<file path="src/rtl/rectify_fetch_if.sv">
// rectify_fetch_if: bundles the coordinate stream, pixel stream and AXI4 read channels.
// modport master = fetch-stage view, modport slave = environment (warper/memory/sink) view.
interface rectify_fetch_if #(
  parameter int DATA_WIDTH = 32,
  parameter int ADDR_WIDTH = 16,
  parameter int ID_WIDTH   = 8
);
  // coordinate stream in
  logic [31:0]           s_axis_tdata;
  logic                  s_axis_tvalid;
  logic                  s_axis_tready;
  logic                  s_axis_tlast;
  // pixel stream out
  logic [DATA_WIDTH-1:0] m_axis_tdata;
  logic                  m_axis_tvalid;
  logic                  m_axis_tready;
  logic                  m_axis_tlast;
  // AXI read address
  logic [ID_WIDTH-1:0]   m_axi_arid;
  logic [ADDR_WIDTH-1:0] m_axi_araddr;
  logic [7:0]            m_axi_arlen;
  logic [2:0]            m_axi_arsize;
  logic [1:0]            m_axi_arburst;
  logic                  m_axi_arlock;
  logic [3:0]            m_axi_arcache;
  logic [2:0]            m_axi_arprot;
  logic                  m_axi_arvalid;
  logic                  m_axi_arready;
  // AXI read data
  logic [ID_WIDTH-1:0]   m_axi_rid;
  logic [DATA_WIDTH-1:0] m_axi_rdata;
  logic [1:0]            m_axi_rresp;
  logic                  m_axi_rlast;
  logic                  m_axi_rvalid;
  logic                  m_axi_rready;

  modport master (
    input  s_axis_tdata, s_axis_tvalid, s_axis_tlast,
    output s_axis_tready,
    output m_axis_tdata, m_axis_tvalid, m_axis_tlast,
    input  m_axis_tready,
    output m_axi_arid, m_axi_araddr, m_axi_arlen, m_axi_arsize,
    output m_axi_arburst, m_axi_arlock, m_axi_arcache, m_axi_arprot,
    output m_axi_arvalid,
    input  m_axi_arready,
    input  m_axi_rid, m_axi_rdata, m_axi_rresp, m_axi_rlast, m_axi_rvalid,
    output m_axi_rready
  );

  modport slave (
    output s_axis_tdata, s_axis_tvalid, s_axis_tlast,
    input  s_axis_tready,
    input  m_axis_tdata, m_axis_tvalid, m_axis_tlast,
    output m_axis_tready,
    input  m_axi_arid, m_axi_araddr, m_axi_arlen, m_axi_arsize,
    input  m_axi_arburst, m_axi_arlock, m_axi_arcache, m_axi_arprot,
    input  m_axi_arvalid,
    output m_axi_arready,
    output m_axi_rid, m_axi_rdata, m_axi_rresp, m_axi_rlast, m_axi_rvalid,
    input  m_axi_rready
  );
endinterface

</file>
<file path="src/rtl/rectify_fetch.sv">
// rectify_fetch: per-coordinate single-beat AXI4 pixel read, emitted in order on AXI-Stream.
// Ports: m_axi_aclk, m_axi_aresetn (sync, active-low), start (accept enable), bus (rectify_fetch_if.master).
module rectify_fetch #(
  parameter int                  DATA_WIDTH = 32,
  parameter int                  ADDR_WIDTH = 16,
  parameter int                  ID_WIDTH   = 8,
  parameter int                  IMG_W      = 6,
  parameter int                  IMG_H      = 4,
  parameter int unsigned         BASE_ADDR  = 0,
  parameter logic [DATA_WIDTH-1:0] FILL_VALUE = '0
) (
  input  logic              m_axi_aclk,
  input  logic              m_axi_aresetn,
  input  logic              start,
  rectify_fetch_if.master   bus
);

  localparam int BPW    = DATA_WIDTH / 8;
  localparam int ARSIZE = $clog2(BPW);

  localparam logic signed [31:0] L_W    = IMG_W;
  localparam logic signed [31:0] L_H    = IMG_H;
  localparam logic        [31:0] L_BASE = BASE_ADDR;
  localparam logic        [31:0] L_BPW  = BPW;

  typedef enum logic [1:0] {
    S_IDLE,
    S_AR,
    S_R,
    S_OUT
  } state_t;

  state_t                  r_state;
  logic                    r_s_tready;
  logic                    r_arvalid;
  logic [ADDR_WIDTH-1:0]   r_araddr;
  logic                    r_rready;
  logic                    r_m_tvalid;
  logic                    r_m_tlast;
  logic [DATA_WIDTH-1:0]   r_m_tdata;
  logic                    r_last;

  logic signed [31:0]      w_x;
  logic signed [31:0]      w_y;
  logic                    w_inb;
  logic        [31:0]      w_off;
  logic        [31:0]      w_addr;
  logic                    w_acc;
  logic                    w_unused;

  // coordinates are signed 16-bit, widened so the bounds test sees negatives
  assign w_x   = {{16{bus.s_axis_tdata[15]}}, bus.s_axis_tdata[15:0]};
  assign w_y   = {{16{bus.s_axis_tdata[31]}}, bus.s_axis_tdata[31:16]};
  assign w_inb = (w_x >= 0) && (w_x < L_W) &&
                 (w_y >= 0) && (w_y < L_H);
  assign w_off  = 32'(w_y * L_W + w_x);
  assign w_addr = L_BASE + w_off * L_BPW;
  assign w_acc  = bus.s_axis_tvalid && r_s_tready;

  assign w_unused = &{1'b0, bus.m_axi_rid, bus.m_axi_rlast, w_addr};

  assign bus.m_axi_arid    = '0;
  assign bus.m_axi_arlen   = 8'd0;
  assign bus.m_axi_arsize  = 3'(ARSIZE);
  assign bus.m_axi_arburst = 2'b01;
  assign bus.m_axi_arlock  = 1'b0;
  assign bus.m_axi_arcache = 4'b0011;
  assign bus.m_axi_arprot  = 3'b000;

  assign bus.s_axis_tready = r_s_tready;
  assign bus.m_axi_arvalid = r_arvalid;
  assign bus.m_axi_araddr  = r_araddr;
  assign bus.m_axi_rready  = r_rready;
  assign bus.m_axis_tvalid = r_m_tvalid;
  assign bus.m_axis_tlast  = r_m_tlast;
  assign bus.m_axis_tdata  = r_m_tdata;

  always_ff @(posedge m_axi_aclk) begin
    if (!m_axi_aresetn) begin
      r_state    <= S_IDLE;
      r_s_tready <= 1'b0;
      r_arvalid  <= 1'b0;
      r_araddr   <= '0;
      r_rready   <= 1'b0;
      r_m_tvalid <= 1'b0;
      r_m_tlast  <= 1'b0;
      r_m_tdata  <= '0;
      r_last     <= 1'b0;
    end else begin
      unique case (r_state)
        S_IDLE: begin
          if (w_acc) begin
            r_s_tready <= 1'b0;
            r_last     <= bus.s_axis_tlast;
            if (w_inb) begin
              r_arvalid <= 1'b1;
              r_araddr  <= w_addr[ADDR_WIDTH-1:0];
              r_state   <= S_AR;
            end else begin
              // no memory access: go straight to output with fill
              r_m_tdata  <= FILL_VALUE;
              r_m_tlast  <= bus.s_axis_tlast;
              r_m_tvalid <= 1'b1;
              r_state    <= S_OUT;
            end
          end else begin
            r_s_tready <= start;
          end
        end
        S_AR: begin
          if (bus.m_axi_arready) begin
            r_arvalid <= 1'b0;
            r_rready  <= 1'b1;
            r_state   <= S_R;
          end
        end
        S_R: begin
          if (bus.m_axi_rvalid) begin
            r_rready   <= 1'b0;
            r_m_tdata  <= (bus.m_axi_rresp == 2'b00) ?
                          bus.m_axi_rdata : FILL_VALUE;
            r_m_tlast  <= r_last;
            r_m_tvalid <= 1'b1;
            r_state    <= S_OUT;
          end
        end
        S_OUT: begin
          if (bus.m_axis_tready) begin
            r_m_tvalid <= 1'b0;
            r_m_tlast  <= 1'b0;
            r_s_tready <= start;
            r_state    <= S_IDLE;
          end
        end
        default: r_state <= S_IDLE;
      endcase
    end
  end

endmodule

</file>
<file path="src/flat_wrapper.sv">
// flat-port wrapper written by rule: the top's interface ports become plain ports
module rectify_fetch_flat 
#(
  parameter int                  DATA_WIDTH = 32,
  parameter int                  ADDR_WIDTH = 16,
  parameter int                  ID_WIDTH   = 8,
  parameter int                  IMG_W      = 6,
  parameter int                  IMG_H      = 4,
  parameter int unsigned         BASE_ADDR  = 0,
  parameter logic [DATA_WIDTH-1:0] FILL_VALUE = '0
)
  (m_axi_aclk, m_axi_aresetn, start, bus_s_axis_tdata, bus_s_axis_tvalid, bus_s_axis_tlast, bus_s_axis_tready, bus_m_axis_tdata, bus_m_axis_tvalid, bus_m_axis_tlast, bus_m_axis_tready, bus_m_axi_arid, bus_m_axi_araddr, bus_m_axi_arlen, bus_m_axi_arsize, bus_m_axi_arburst, bus_m_axi_arlock, bus_m_axi_arcache, bus_m_axi_arprot, bus_m_axi_arvalid, bus_m_axi_arready, bus_m_axi_rid, bus_m_axi_rdata, bus_m_axi_rresp, bus_m_axi_rlast, bus_m_axi_rvalid, bus_m_axi_rready);
  rectify_fetch_if #(.DATA_WIDTH(DATA_WIDTH), .ADDR_WIDTH(ADDR_WIDTH), .ID_WIDTH(ID_WIDTH)) bus_i ();
  input  logic m_axi_aclk;
  input  logic m_axi_aresetn;
  input  logic start;
  input wire logic [$bits(bus_i.s_axis_tdata)-1:0] bus_s_axis_tdata;
  input wire logic [$bits(bus_i.s_axis_tvalid)-1:0] bus_s_axis_tvalid;
  input wire logic [$bits(bus_i.s_axis_tlast)-1:0] bus_s_axis_tlast;
  output wire logic [$bits(bus_i.s_axis_tready)-1:0] bus_s_axis_tready;
  output wire logic [$bits(bus_i.m_axis_tdata)-1:0] bus_m_axis_tdata;
  output wire logic [$bits(bus_i.m_axis_tvalid)-1:0] bus_m_axis_tvalid;
  output wire logic [$bits(bus_i.m_axis_tlast)-1:0] bus_m_axis_tlast;
  input wire logic [$bits(bus_i.m_axis_tready)-1:0] bus_m_axis_tready;
  output wire logic [$bits(bus_i.m_axi_arid)-1:0] bus_m_axi_arid;
  output wire logic [$bits(bus_i.m_axi_araddr)-1:0] bus_m_axi_araddr;
  output wire logic [$bits(bus_i.m_axi_arlen)-1:0] bus_m_axi_arlen;
  output wire logic [$bits(bus_i.m_axi_arsize)-1:0] bus_m_axi_arsize;
  output wire logic [$bits(bus_i.m_axi_arburst)-1:0] bus_m_axi_arburst;
  output wire logic [$bits(bus_i.m_axi_arlock)-1:0] bus_m_axi_arlock;
  output wire logic [$bits(bus_i.m_axi_arcache)-1:0] bus_m_axi_arcache;
  output wire logic [$bits(bus_i.m_axi_arprot)-1:0] bus_m_axi_arprot;
  output wire logic [$bits(bus_i.m_axi_arvalid)-1:0] bus_m_axi_arvalid;
  input wire logic [$bits(bus_i.m_axi_arready)-1:0] bus_m_axi_arready;
  input wire logic [$bits(bus_i.m_axi_rid)-1:0] bus_m_axi_rid;
  input wire logic [$bits(bus_i.m_axi_rdata)-1:0] bus_m_axi_rdata;
  input wire logic [$bits(bus_i.m_axi_rresp)-1:0] bus_m_axi_rresp;
  input wire logic [$bits(bus_i.m_axi_rlast)-1:0] bus_m_axi_rlast;
  input wire logic [$bits(bus_i.m_axi_rvalid)-1:0] bus_m_axi_rvalid;
  output wire logic [$bits(bus_i.m_axi_rready)-1:0] bus_m_axi_rready;
  assign bus_i.s_axis_tdata = bus_s_axis_tdata;
  assign bus_i.s_axis_tvalid = bus_s_axis_tvalid;
  assign bus_i.s_axis_tlast = bus_s_axis_tlast;
  assign bus_s_axis_tready = bus_i.s_axis_tready;
  assign bus_m_axis_tdata = bus_i.m_axis_tdata;
  assign bus_m_axis_tvalid = bus_i.m_axis_tvalid;
  assign bus_m_axis_tlast = bus_i.m_axis_tlast;
  assign bus_i.m_axis_tready = bus_m_axis_tready;
  assign bus_m_axi_arid = bus_i.m_axi_arid;
  assign bus_m_axi_araddr = bus_i.m_axi_araddr;
  assign bus_m_axi_arlen = bus_i.m_axi_arlen;
  assign bus_m_axi_arsize = bus_i.m_axi_arsize;
  assign bus_m_axi_arburst = bus_i.m_axi_arburst;
  assign bus_m_axi_arlock = bus_i.m_axi_arlock;
  assign bus_m_axi_arcache = bus_i.m_axi_arcache;
  assign bus_m_axi_arprot = bus_i.m_axi_arprot;
  assign bus_m_axi_arvalid = bus_i.m_axi_arvalid;
  assign bus_i.m_axi_arready = bus_m_axi_arready;
  assign bus_i.m_axi_rid = bus_m_axi_rid;
  assign bus_i.m_axi_rdata = bus_m_axi_rdata;
  assign bus_i.m_axi_rresp = bus_m_axi_rresp;
  assign bus_i.m_axi_rlast = bus_m_axi_rlast;
  assign bus_i.m_axi_rvalid = bus_m_axi_rvalid;
  assign bus_m_axi_rready = bus_i.m_axi_rready;
  rectify_fetch #(.DATA_WIDTH(DATA_WIDTH), .ADDR_WIDTH(ADDR_WIDTH), .ID_WIDTH(ID_WIDTH), .IMG_W(IMG_W), .IMG_H(IMG_H), .BASE_ADDR(BASE_ADDR), .FILL_VALUE(FILL_VALUE)) u_core (.m_axi_aclk(m_axi_aclk), .m_axi_aresetn(m_axi_aresetn), .start(start), .bus(bus_i));
endmodule
</file>
<file path="config.mk">
export PLATFORM = sky130hd
export DESIGN_NAME = rectify_fetch_flat
export DESIGN_NICKNAME = d
export VERILOG_FILES = /design/src/rtl/rectify_fetch_if.sv /design/src/rtl/rectify_fetch.sv /design/src/flat_wrapper.sv
export SDC_FILE = /design/constraint.sdc
export NUM_CORES = 1
export LEC_CHECK = 0
export BUFFER_PORTS_ARGS = -buffer_cell sky130_fd_sc_hd__buf_2
export CAP_MARGIN = 20
export CORE_UTILIZATION = 40
export CTS_CLUSTER_DIAMETER = 120
export DETAILED_ROUTE_END_ITERATION = 10
export GPL_ROUTABILITY_DRIVEN = 0
export PLACE_DENSITY = 0.75
export SYNTH_ARGS = -nofsm -noshare
export SYNTH_HDL_FRONTEND = slang
export SYNTH_SLANG_ARGS = --single-unit
</file>
<file path="constraint.sdc">
create_clock -name m_axi_aclk -period 3.8 [get_ports m_axi_aclk]
set_clock_uncertainty 0.2 [all_clocks]
set_input_delay 0.19 -clock m_axi_aclk [delete_from_list [all_inputs] [get_ports m_axi_aclk]]
set_output_delay 0.19 -clock m_axi_aclk [all_outputs]
set_load 0.02 [all_outputs]
</file>
==> flow_summary.toml, run 1 <==
[sta]
rsz0062_at_grt = "false"
fmax_ghz = 0.2848
hold_viol_final = 0
min_period_ns = 3.512
relSlewSlack_pct = 43.03
fin_hold_ws_ns = 0.02842
setup_viol = 0
finalMaxSlewViolations = 0
final.setup.worst_slack_ns = 0.2884
finalSetupTns_ns = 0
worst_pin_slew_ns = 0.8545
timing.final.crit_share_pct = 92.41

[logic_synthesis]
postSynth.asyncResetShare_pct = 0
syn_area_um2 = 3779
seq_area_frac_synth_pct = 28.61
synthCells = 441
synth-edff-count = 0
syn_area_per_cell_um2 = 8.568
synth.distinct_cells = 51
synth-main-ff-cell = "dfxtp_1"
yosysWarnings = 0
ys_ff_latch = 54

[detailed_routing]
drc = 0
wl_per_cell_um = 12.89
route.vias.total = 3531
drt_iter0_drc = 176
vias_per_cell = 5.023
antenna_left = 0
wl_um = 9065
drt-pass1-iter-count = 4

[grt]
overflow = 0
grt_pass1_wl_um = 14400
antenna_found_initial = 0
first_global_vias = 3192
grt_use_total_pct = 17.72
grt_max_degree = 61

[clocking]
post_cts_buffers = 0
clock_latency_ns = 0.29
cts_buffer_depth = 2
numCtsBuffers = 5
cts-hold-fix-buffers = 34
cts_resized = 0
cts.sinks = 54
cts.clk_slew.worst_paths_ns = 0.09
tritoncts = "yes"
clockRootBuffer = "clkbuf_8"
cts-htree-levels = 2

[layout]
layout_common_cells = "buf_2 (124), dfxtp_1 (54), nand2_1 (48)"
syn_to_final_growth_pct = 27.35
n_fill_cell = 843
final-seq-area_um2 = 1081
largest_reg_flops = 32
layout_commonest_cell = "buf_2"
fin_area_um2 = 4812
drive_gt1_share_pct = 24.32
multi_input_area_um2 = 2424
antenna_cells = 0
fin_nets = 722

[worst_setup_path]
worstPathRequired_ns = 3.83
r2r_slack_ns = 1.18
arrival_ns = 3.54
startpoint_type = "input pin"
critPathMaxStageDelay_ns = 0.44
r2r_cells = 9
crit_type = "in -> reg"
worstPathCellList = "buf_2 > ha_1 > ha_1 > fa_1 > a211oi_1 > o21ai_0 > a31oi_1 > xnor2_1 > ha_1 > a21o_1 > a21oi_1 > o21ai_0 > xnor3_1 > a21oi_1"
crit_top_cell = "ha_1"
path_max_fanout = 5
crit_slowest_cell = "fa_1"
endpoint_kind = "flip-flop"

[floorplanning]
die_x_um = 99.20
core_um2 = 9196
start_util_pct = 41.09
row_count = 35
dieArea_um2 = 9840
fp.dieH_um = 99.20
io_pins = 165

[min_path]
worstHoldPathType = "in -> reg"
min_path_cells = 3

[placed_design]
portBuffers = 124
hpwl_um = 6529
dp_slack_ns = 0.03675
dpl_cell_area_um2 = 4388

[power]
ir_drop_uv = 174.1
p_leak_nw = 2.295
totalPowerFinal_mw = 1.865
p_per_area_nw_per_um2 = 387.5

[job]
cap_violations = 0

[outcome]
status = "finished clean"
==> logic make-up (layout without fill, tap and decap cells) <==
logic type | after synthesis | after routing | share of synthesized area [%]
AOI/OAI and AO/OA | 97 | 97 | 17.12
xor gates and xnor gates | 19 | 19 | 4.768
adders and majority gates | 47 | 47 | 15.96
buffers and inverters | 69 | 191 | 10.43
DFF | 54 | 54 | 28.61
muxes | 13 | 13 | 3.444
other | 2 | 31 | 0.1987
and+or+nand+nor | 140 | 140 | 19.47
==> critical path, delay by kind of cell <==
family,cells,cell delay [ns]
AOI/OAI and AO/OA,7,1.45
adders and majority gates,4,1.27
xor gates and xnor gates,2,0.51
buffers and inverters,1,0.12
==> report_power, final <==
group	switching (mW)	internal, mW
Sequential	0.0247	0.602
Clock	0.175	0.126
Combinational	0.557	0.380
Total	0.757	1.11
==> through the flow <==
step                      util (%)  instances
after global routing         52.33        703
after CTS                    52.33        703
after detailed placement     47.71        662
after global placement       47.71        662
after floorplan                  -        470
final                        52.33        703
==> final timing paths <==
path | from | end
worst max-delay path | bus_s_axis_tdata[17] | u_core.bus.m_axi_araddr[15]$_SDFFE_PN0P_
worst min-delay path | start | u_core.bus.s_axis_tready$_SDFFE_PN0P_
worst max register to register | u_core.r_state[0]$_SDFFE_PN0P_ | u_core.bus.m_axis_tdata[4]$_SDFFE_PN0P_
worst min register to register | u_core.bus.m_axis_tdata[19]$_SDFFE_PN0P_ | u_core.bus.m_axis_tdata[19]$_SDFFE_PN0P_
==> synth_stat cells, types with 2 or more instances <==
cell | number | area [µm²]
a211oi_1 | 4 | 30.03
nand2b_1 | 2 | 12.51
or3_1 | 2 | 12.51
a21boi_0 | 17 | 127.6
nand4b_1 | 3 | 26.28
nor4b_1 | 2 | 17.52
o21bai_1 | 3 | 22.52
xor2_1 | 2 | 17.52
a21oi_1 | 18 | 90.09
buf_4 | 33 | 247.7
and3_1 | 2 | 12.51
nand4_1 | 3 | 18.77
nor3b_1 | 2 | 15.01
ha_1 | 45 | 563.0
nor4_1 | 2 | 12.51
nand3_1 | 35 | 175.2
xnor2_1 | 16 | 140.1
nor3_1 | 6 | 30.03
fa_1 | 2 | 40.04
inv_1 | 19 | 71.32
nor2_1 | 10 | 37.54
o21ai_0 | 18 | 90.09
a21o_1 | 8 | 60.06
a31oi_1 | 3 | 18.77
clkbuf_1 | 13 | 48.80
buf_2 | 3 | 15.01
conb_1 | 2 | 7.510
nor2b_1 | 15 | 93.84
nand2_1 | 48 | 180.2
a21boi_1 | 16 | 120.1
mux2i_1 | 13 | 130.1
dfxtp_1 | 54 | 1081
o211a_1 | 2 | 20.02
==> area by class of cell <==
| type | count | area share [%] |
|---|---|---|
| clock buffers | 5 | 1.430 |
| clock inverters | 2 | 0.3120 |
| inverters | 19 | 1.482 |
| multi-input cells | 347 | 50.36 |
| flip-flops and latches | 54 | 22.46 |
| well taps | 111 | 2.886 |
| repair buffers | 165 | 21.06 |
==> routing by layer <==
metal	track usage, %	wire length, µm	share of wire (%)	vias up
li1	-	-	-	1772
met1	21.47	4074	45	1611
met2	33.08	4367	48	139
met3	2.249	527	5.8	9
met4	4.412	97	1.1	0
met5	0	0	0	-
Power figures use the tool's default switching activity.
==> run 2: changes to the inputs <==
--- a/config.mk
+++ b/config.mk
@@ -10,8 +10,7 @@
 export CORE_UTILIZATION = 40
 export CTS_CLUSTER_DIAMETER = 120
 export DETAILED_ROUTE_END_ITERATION = 10
-export GPL_ROUTABILITY_DRIVEN = 0
-export PLACE_DENSITY = 0.75
+export PLACE_DENSITY = 0.72
 export SYNTH_ARGS = -nofsm -noshare
 export SYNTH_HDL_FRONTEND = slang
 export SYNTH_SLANG_ARGS = --single-unit
==> constraint.sdc (replaced) <==
create_clock -name m_axi_aclk -period 4.2 [get_ports m_axi_aclk]
set_clock_uncertainty 0.2 [all_clocks]
set_input_delay 0.21 -clock m_axi_aclk [delete_from_list [all_inputs] [get_ports m_axi_aclk]]
set_output_delay 0.21 -clock m_axi_aclk [all_outputs]
set_load 0.02 [all_outputs]
==> run 2 against run 1 <==
Effect of this change: global-route usage rose by 0.28 points; non-clock buffer count shrank 3; combinational power shrank 11%; die area stayed put; sequential power is 9.6% lower; first-iteration DRC count fell by 46%; power decreased by 10%; critical endpoint unchanged.
==> flow_summary.toml, run 2 (same netlist as run 1, synthesis figures left out) <==
[clocking]
cts.clk_slew.worst_paths_ns = 0.09
clockRootBuffer = "clkbuf_8"
clock_latency_ns = 0.29
numCtsBuffers = 5
cts_resized = 0
cts_buffer_depth = 2
cts-htree-levels = 2
cts.sinks = 54
tritoncts = "yes"

[grt]
overflow = 0
antenna_found_initial = 0
first_global_vias = 3254
grt_pass1_wl_um = 14610
grt_max_degree = 61
grt_use_total_pct = 18.00

[sta]
finalSetupTns_ns = 0
timing.final.crit_share_pct = 86.47
finalMaxSlewViolations = 0
relSlewSlack_pct = 29.08
fmax_ghz = 0.2754
worst_pin_slew_ns = 1.064
rsz0062_at_grt = "false"
hold_viol_final = 0
final.setup.worst_slack_ns = 0.5684
setup_viol = 0
fin_hold_ws_ns = 0.04298
min_period_ns = 3.632

[power]
swShare_pct = 40.90
totalPowerFinal_mw = 1.678
p_per_area_nw_per_um2 = 350.1
combPwrFrac_pct = 49.7
seqPwrFrac_pct = 33.8
clkPwrFrac_pct = 16.5
intPower_mw = 0.9916
p_switching_mw = 0.6863
p_leak_nw = 2.290
ir_drop_uv = 154.3

[worst_setup_path]
crit_type = "in -> reg"
endpoint_kind = "flip-flop"
arrival_ns = 3.66
worstPathRequired_ns = 4.23
path_max_fanout = 8
startpoint_type = "input pin"

[placed_design]
dpl_cell_area_um2 = 4365
dp_slack_ns = 0.3142
portBuffers = 124
hpwl_um = 6533
gp_congestion = 0.8339

[layout]
n_fill_cell = 862
antenna_cells = 0
fin_nets = 719
syn_to_final_growth_pct = 26.82
layout_common_cells = "buf_2 (124), dfxtp_1 (54), nand2_1 (48)"
fin_area_um2 = 4792
layout_commonest_cell = "buf_2"
largest_reg_flops = 32
drive_gt1_share_pct = 23.90

[floorplanning]
core_um2 = 9196
dieArea_um2 = 9840
start_util_pct = 41.09
die_x_um = 99.20
io_pins = 165
fp.dieH_um = 99.20
row_count = 35

[detailed_routing]
wl_per_cell_um = 12.85
vias_per_cell = 5.010
route.vias.total = 3512
wl_um = 9005
drt-pass1-iter-count = 4
drc = 0
drt_iter0_drc = 95
antenna_left = 0

[outcome]
status = "finished clean"

[min_path]
worstHoldPathType = "in -> reg"

[job]
cap_violations = 0
## run 2: layout make-up
type | count | area (µm²) | area share (%)
Clock buffer | 6 | 72.57 | 1.514
Multi-Input combinational cell | 347 | 2424 | 50.57
Inverter | 19 | 71.32 | 1.488
Clock inverter | 2 | 13.76 | 0.2872
Sequential cell | 54 | 1081 | 22.56
Timing Repair Buffer | 162 | 991.0 | 20.68
Tap cell | 111 | 138.9 | 2.898
## run 2: per-stage QoR
| stage | cells | utilization [%] |
|---|---|---|
| after detailed placement | 659 | 47.47 |
| final | 701 | 52.11 |
| after global placement | 659 | 47.47 |
| after global routing | 701 | 52.11 |
| after CTS | 701 | 52.11 |
| after floorplan | 470 | - |
## run 2: final timing paths
kind	from	to	slack, ns	depth (start not counted)
hold / removal	start	u_core.bus.s_axis_tready$_SDFFE_PN0P_	0.04	3
hold reg to reg	u_core.bus.m_axis_tdata[28]$_SDFFE_PN0P_	u_core.bus.m_axis_tdata[28]$_SDFFE_PN0P_	0.25	2
setup / recovery	bus_s_axis_tdata[18]	u_core.bus.m_axi_araddr[15]$_SDFFE_PN0P_	0.57	17
setup reg to reg	u_core.r_state[0]$_SDFFE_PN0P_	u_core.bus.m_axis_tdata[4]$_SDFFE_PN0P_	1.13	8
## run 2: power groups by stage
| stage | sequential (mW) | clock (mW) | combinational (mW) |
|---|---|---|---|
| floorplan | 0.606 | 0 | 0.610 |
| CTS | 0.567 | 0.297 | 0.828 |
| global placement | 0.576 | 0 | 0.780 |
| global route | 0.573 | 0.316 | 0.929 |
| finish | 0.567 | 0.277 | 0.835 |
| detailed placement | 0.578 | 0 | 0.800 |
## run 2: repair_timing
action,4_1_cts,5_1_grt
buffers inserted,0,0
hold endpoints to repair,34,0
hold buffers,34,0
## run 2: routing by layer
layer | vias to the layer above | GRT usage, % | routed length (µm)
met2 | 141 | 34.48 | 4477
met3 | 4 | 3.092 | 562
met5 | - | 0 | 0
met4 | 0 | 4.299 | 57
li1 | 1771 | - | -
met1 | 1596 | 20.67 | 3907
## run 2: critical path, stage by stage
cell     delay, ns
buf_2         0.10
inv_1         0.06
ha_1          0.34
ha_1          0.31
a21o_1        0.18
a21oi_1       0.22
o21ai_0       0.17
o41ai_1       0.27
buf_4         0.18
xnor2_1       0.11
ha_1          0.33
a21o_1        0.23
a21o_1        0.17
a21oi_1       0.14
o21ai_0       0.14
xnor3_1       0.36
a21oi_1       0.14
==> run 3: changes to the inputs <==
--- a/config.mk
+++ b/config.mk
@@ -7,10 +7,10 @@
 export LEC_CHECK = 0
 export BUFFER_PORTS_ARGS = -buffer_cell sky130_fd_sc_hd__buf_2
 export CAP_MARGIN = 20
-export CORE_UTILIZATION = 40
+export CORE_UTILIZATION = 35
 export CTS_CLUSTER_DIAMETER = 120
 export DETAILED_ROUTE_END_ITERATION = 10
-export PLACE_DENSITY = 0.72
+export PLACE_DENSITY = 0.65
 export SYNTH_ARGS = -nofsm -noshare
 export SYNTH_HDL_FRONTEND = slang
 export SYNTH_SLANG_ARGS = --single-unit
==> run 3 against run 2 <==
Effect of this change: sequential share of layout area is 0.15 points lower; register-to-register slack better by 0.39 ns; critical path type unchanged; maximum frequency is 0.17% higher.
==> flow_summary.toml, run 3 (same netlist as run 1, synthesis figures left out) <==
[sta]
timing.final.crit_share_pct = 86.32
finalSetupTns_ns = 0
fin_hold_ws_ns = 0.02749
min_period_ns = 3.626
relSlewSlack_pct = 41.69
final.setup.worst_slack_ns = 0.5744
finalMaxSlewViolations = 0
worst_pin_slew_ns = 0.8747
hold_viol_final = 0
fmax_ghz = 0.2758
rsz0062_at_grt = "false"
setup_viol = 0

[clocking]
cts.clk_slew.worst_paths_ns = 0.09
cts.sinks = 54
cts-htree-levels = 2
numCtsBuffers = 5
clock_latency_ns = 0.29
cts_buffer_depth = 2
tritoncts = "yes"
clockRootBuffer = "clkbuf_8"

[floorplanning]
start_util_pct = 36.28
row_count = 37
dieArea_um2 = 11220
io_pins = 165
core_um2 = 10420
die_x_um = 105.9
fp.dieH_um = 105.9

[worst_setup_path]
r2r_cells = 9
arrival_ns = 3.66
cp.depth = 17
r2r_slack_ns = 1.52
cp_top_family = "compound AO/OA/AOI/OAI gates"
r2r_end = "u_core.bus.m_axis_tdata[9]$_SDFFE_PN0P_"
startpoint_type = "input pin"
critPathMaxStageDelay_ns = 0.36
worstPathCellList = "buf_2 > inv_1 > ha_1 > ha_1 > a21o_1 > a21oi_1 > o21ai_0 > o41ai_1 > buf_4 > xnor2_1 > ha_1 > a21o_1 > a21o_1 > a21oi_1 > o21ai_0 > xnor3_1 > a21oi_1"
crit_slowest_cell = "xnor3_1"
cp_num_buf_inv = 3
worstReg2RegStart = "u_core.r_state[0]$_SDFFE_PN0P_"
worstPathRequired_ns = 4.23
endpoint_kind = "flip-flop"
path_max_fanout = 8
crit_type = "in -> reg"
cp-startpoint = "bus_s_axis_tdata[18]"

[detailed_routing]
wl_um = 9099
antenna_left = 0
vias_per_cell = 4.862
route.vias.total = 3530
drt-pass1-iter-count = 4
wl_per_cell_um = 12.53
drc = 0
drt_iter0_drc = 132

[power]
p_switching_mw = 0.6832
ir_drop_uv = 190.9
p_per_area_nw_per_um2 = 348.0
totalPowerFinal_mw = 1.679
combPwrFrac_pct = 50.0
swShare_pct = 40.69
p_leak_nw = 2.287
seqPwrFrac_pct = 33.7
clkPwrFrac_pct = 16.3
intPower_mw = 0.9958

[grt]
overflow = 0
grt_use_total_pct = 15.74
grt_pass1_wl_um = 14580
antenna_found_initial = 0
first_global_vias = 3248
grt_max_degree = 61

[layout]
layout_commonest_cell = "buf_2"
antenna_cells = 0
syn_to_final_growth_pct = 27.68
layout_common_cells = "buf_2 (124), dfxtp_1 (54), nand2_1 (48)"
largest_reg_flops = 32
fin_nets = 720
fin_area_um2 = 4825
stdcell_count = 726
final_core_util_pct = 46.32
drive_gt1_share_pct = 23.90

[min_path]
min_path_cells = 3
hold_end = "u_core.bus.s_axis_tready$_SDFFE_PN0P_"
worstHoldPathType = "in -> reg"
hp-start = "start"

[job]
cap_violations = 0

[placed_design]
dp_slack_ns = 0.2896
dp.cells = 685
portBuffers = 124
dpl_cell_area_um2 = 4404
hpwl_um = 6917
gp_congestion = 0.8629

[outcome]
status = "finished clean"
run 3: cell types whose count changed in the layout (fill, tap and decap cells not counted):
cell        delta
clkinvlp_4     +1
clkinv_2       -1
buf_4          +1
clkinv_4       -1
run 3: worst register-to-register path: cells and delay by family (launching register included):
kind	cells	cell delay (ns)
adder cells (fa/ha/maj)	1	0.35
AO/OA/AOI/OAI	1	0.16
AND/OR/NAND/NOR	5	1.14
buffers and inverters	2	0.40
flip-flops	1	0.35
run 3: per-layer routing:
metal	vias to the layer above	wire [µm]	share of wire (%)	GRT usage [%]
li1	1771	-	-	-
met1	1605	4014	44	18.53
met2	142	4372	48	28.80
met3	12	581	6.4	2.943
met4	0	130	1.4	4.663
met5	-	0	0	0
run 3: area by class of cell:
type	instances	area, µm²
flip-flops and latches	54	1081
fillers	1018	5592
inverters	19	71.32
clock buffers	6	72.57
repair buffers	163	998.5
multi-input cells	347	2424
clock inverters	1	7.507
well taps	136	170.2
run 3: what timing repair did:
item                                   CTS  global route
buffers inserted                         0             0
endpoints found under the hold margin   34             0
hold buffers                            34             0
resized for setup                        0             0
run 3: power groups by stage:
stage | Clock, mW | Sequential (mW) | Combinational, mW
3_5_place_dp | 0 | 0.580 | 0.811
2_1_floorplan | 0 | 0.606 | 0.610
3_3_place_gp | 0 | 0.577 | 0.796
6_report | 0.273 | 0.566 | 0.840
4_1_cts | 0.295 | 0.567 | 0.840
5_1_grt | 0.310 | 0.571 | 0.934
run 3: how the worst max path moves through the flow:
stage | to | slack, ns
floorplan | u_core.bus.m_axi_araddr[15]$_SDFFE_PN0P_ | 0.62
global placement | u_core.bus.m_axi_araddr[15]$_SDFFE_PN0P_ | 0.36
detailed placement | u_core.bus.m_axi_araddr[15]$_SDFFE_PN0P_ | 0.29
CTS | u_core.bus.m_axi_araddr[15]$_SDFFE_PN0P_ | 0.57
global route | u_core.bus.m_axi_araddr[15]$_SDFFE_PN0P_ | 0.31
finish | u_core.bus.m_axi_araddr[15]$_SDFFE_PN0P_ | 0.57
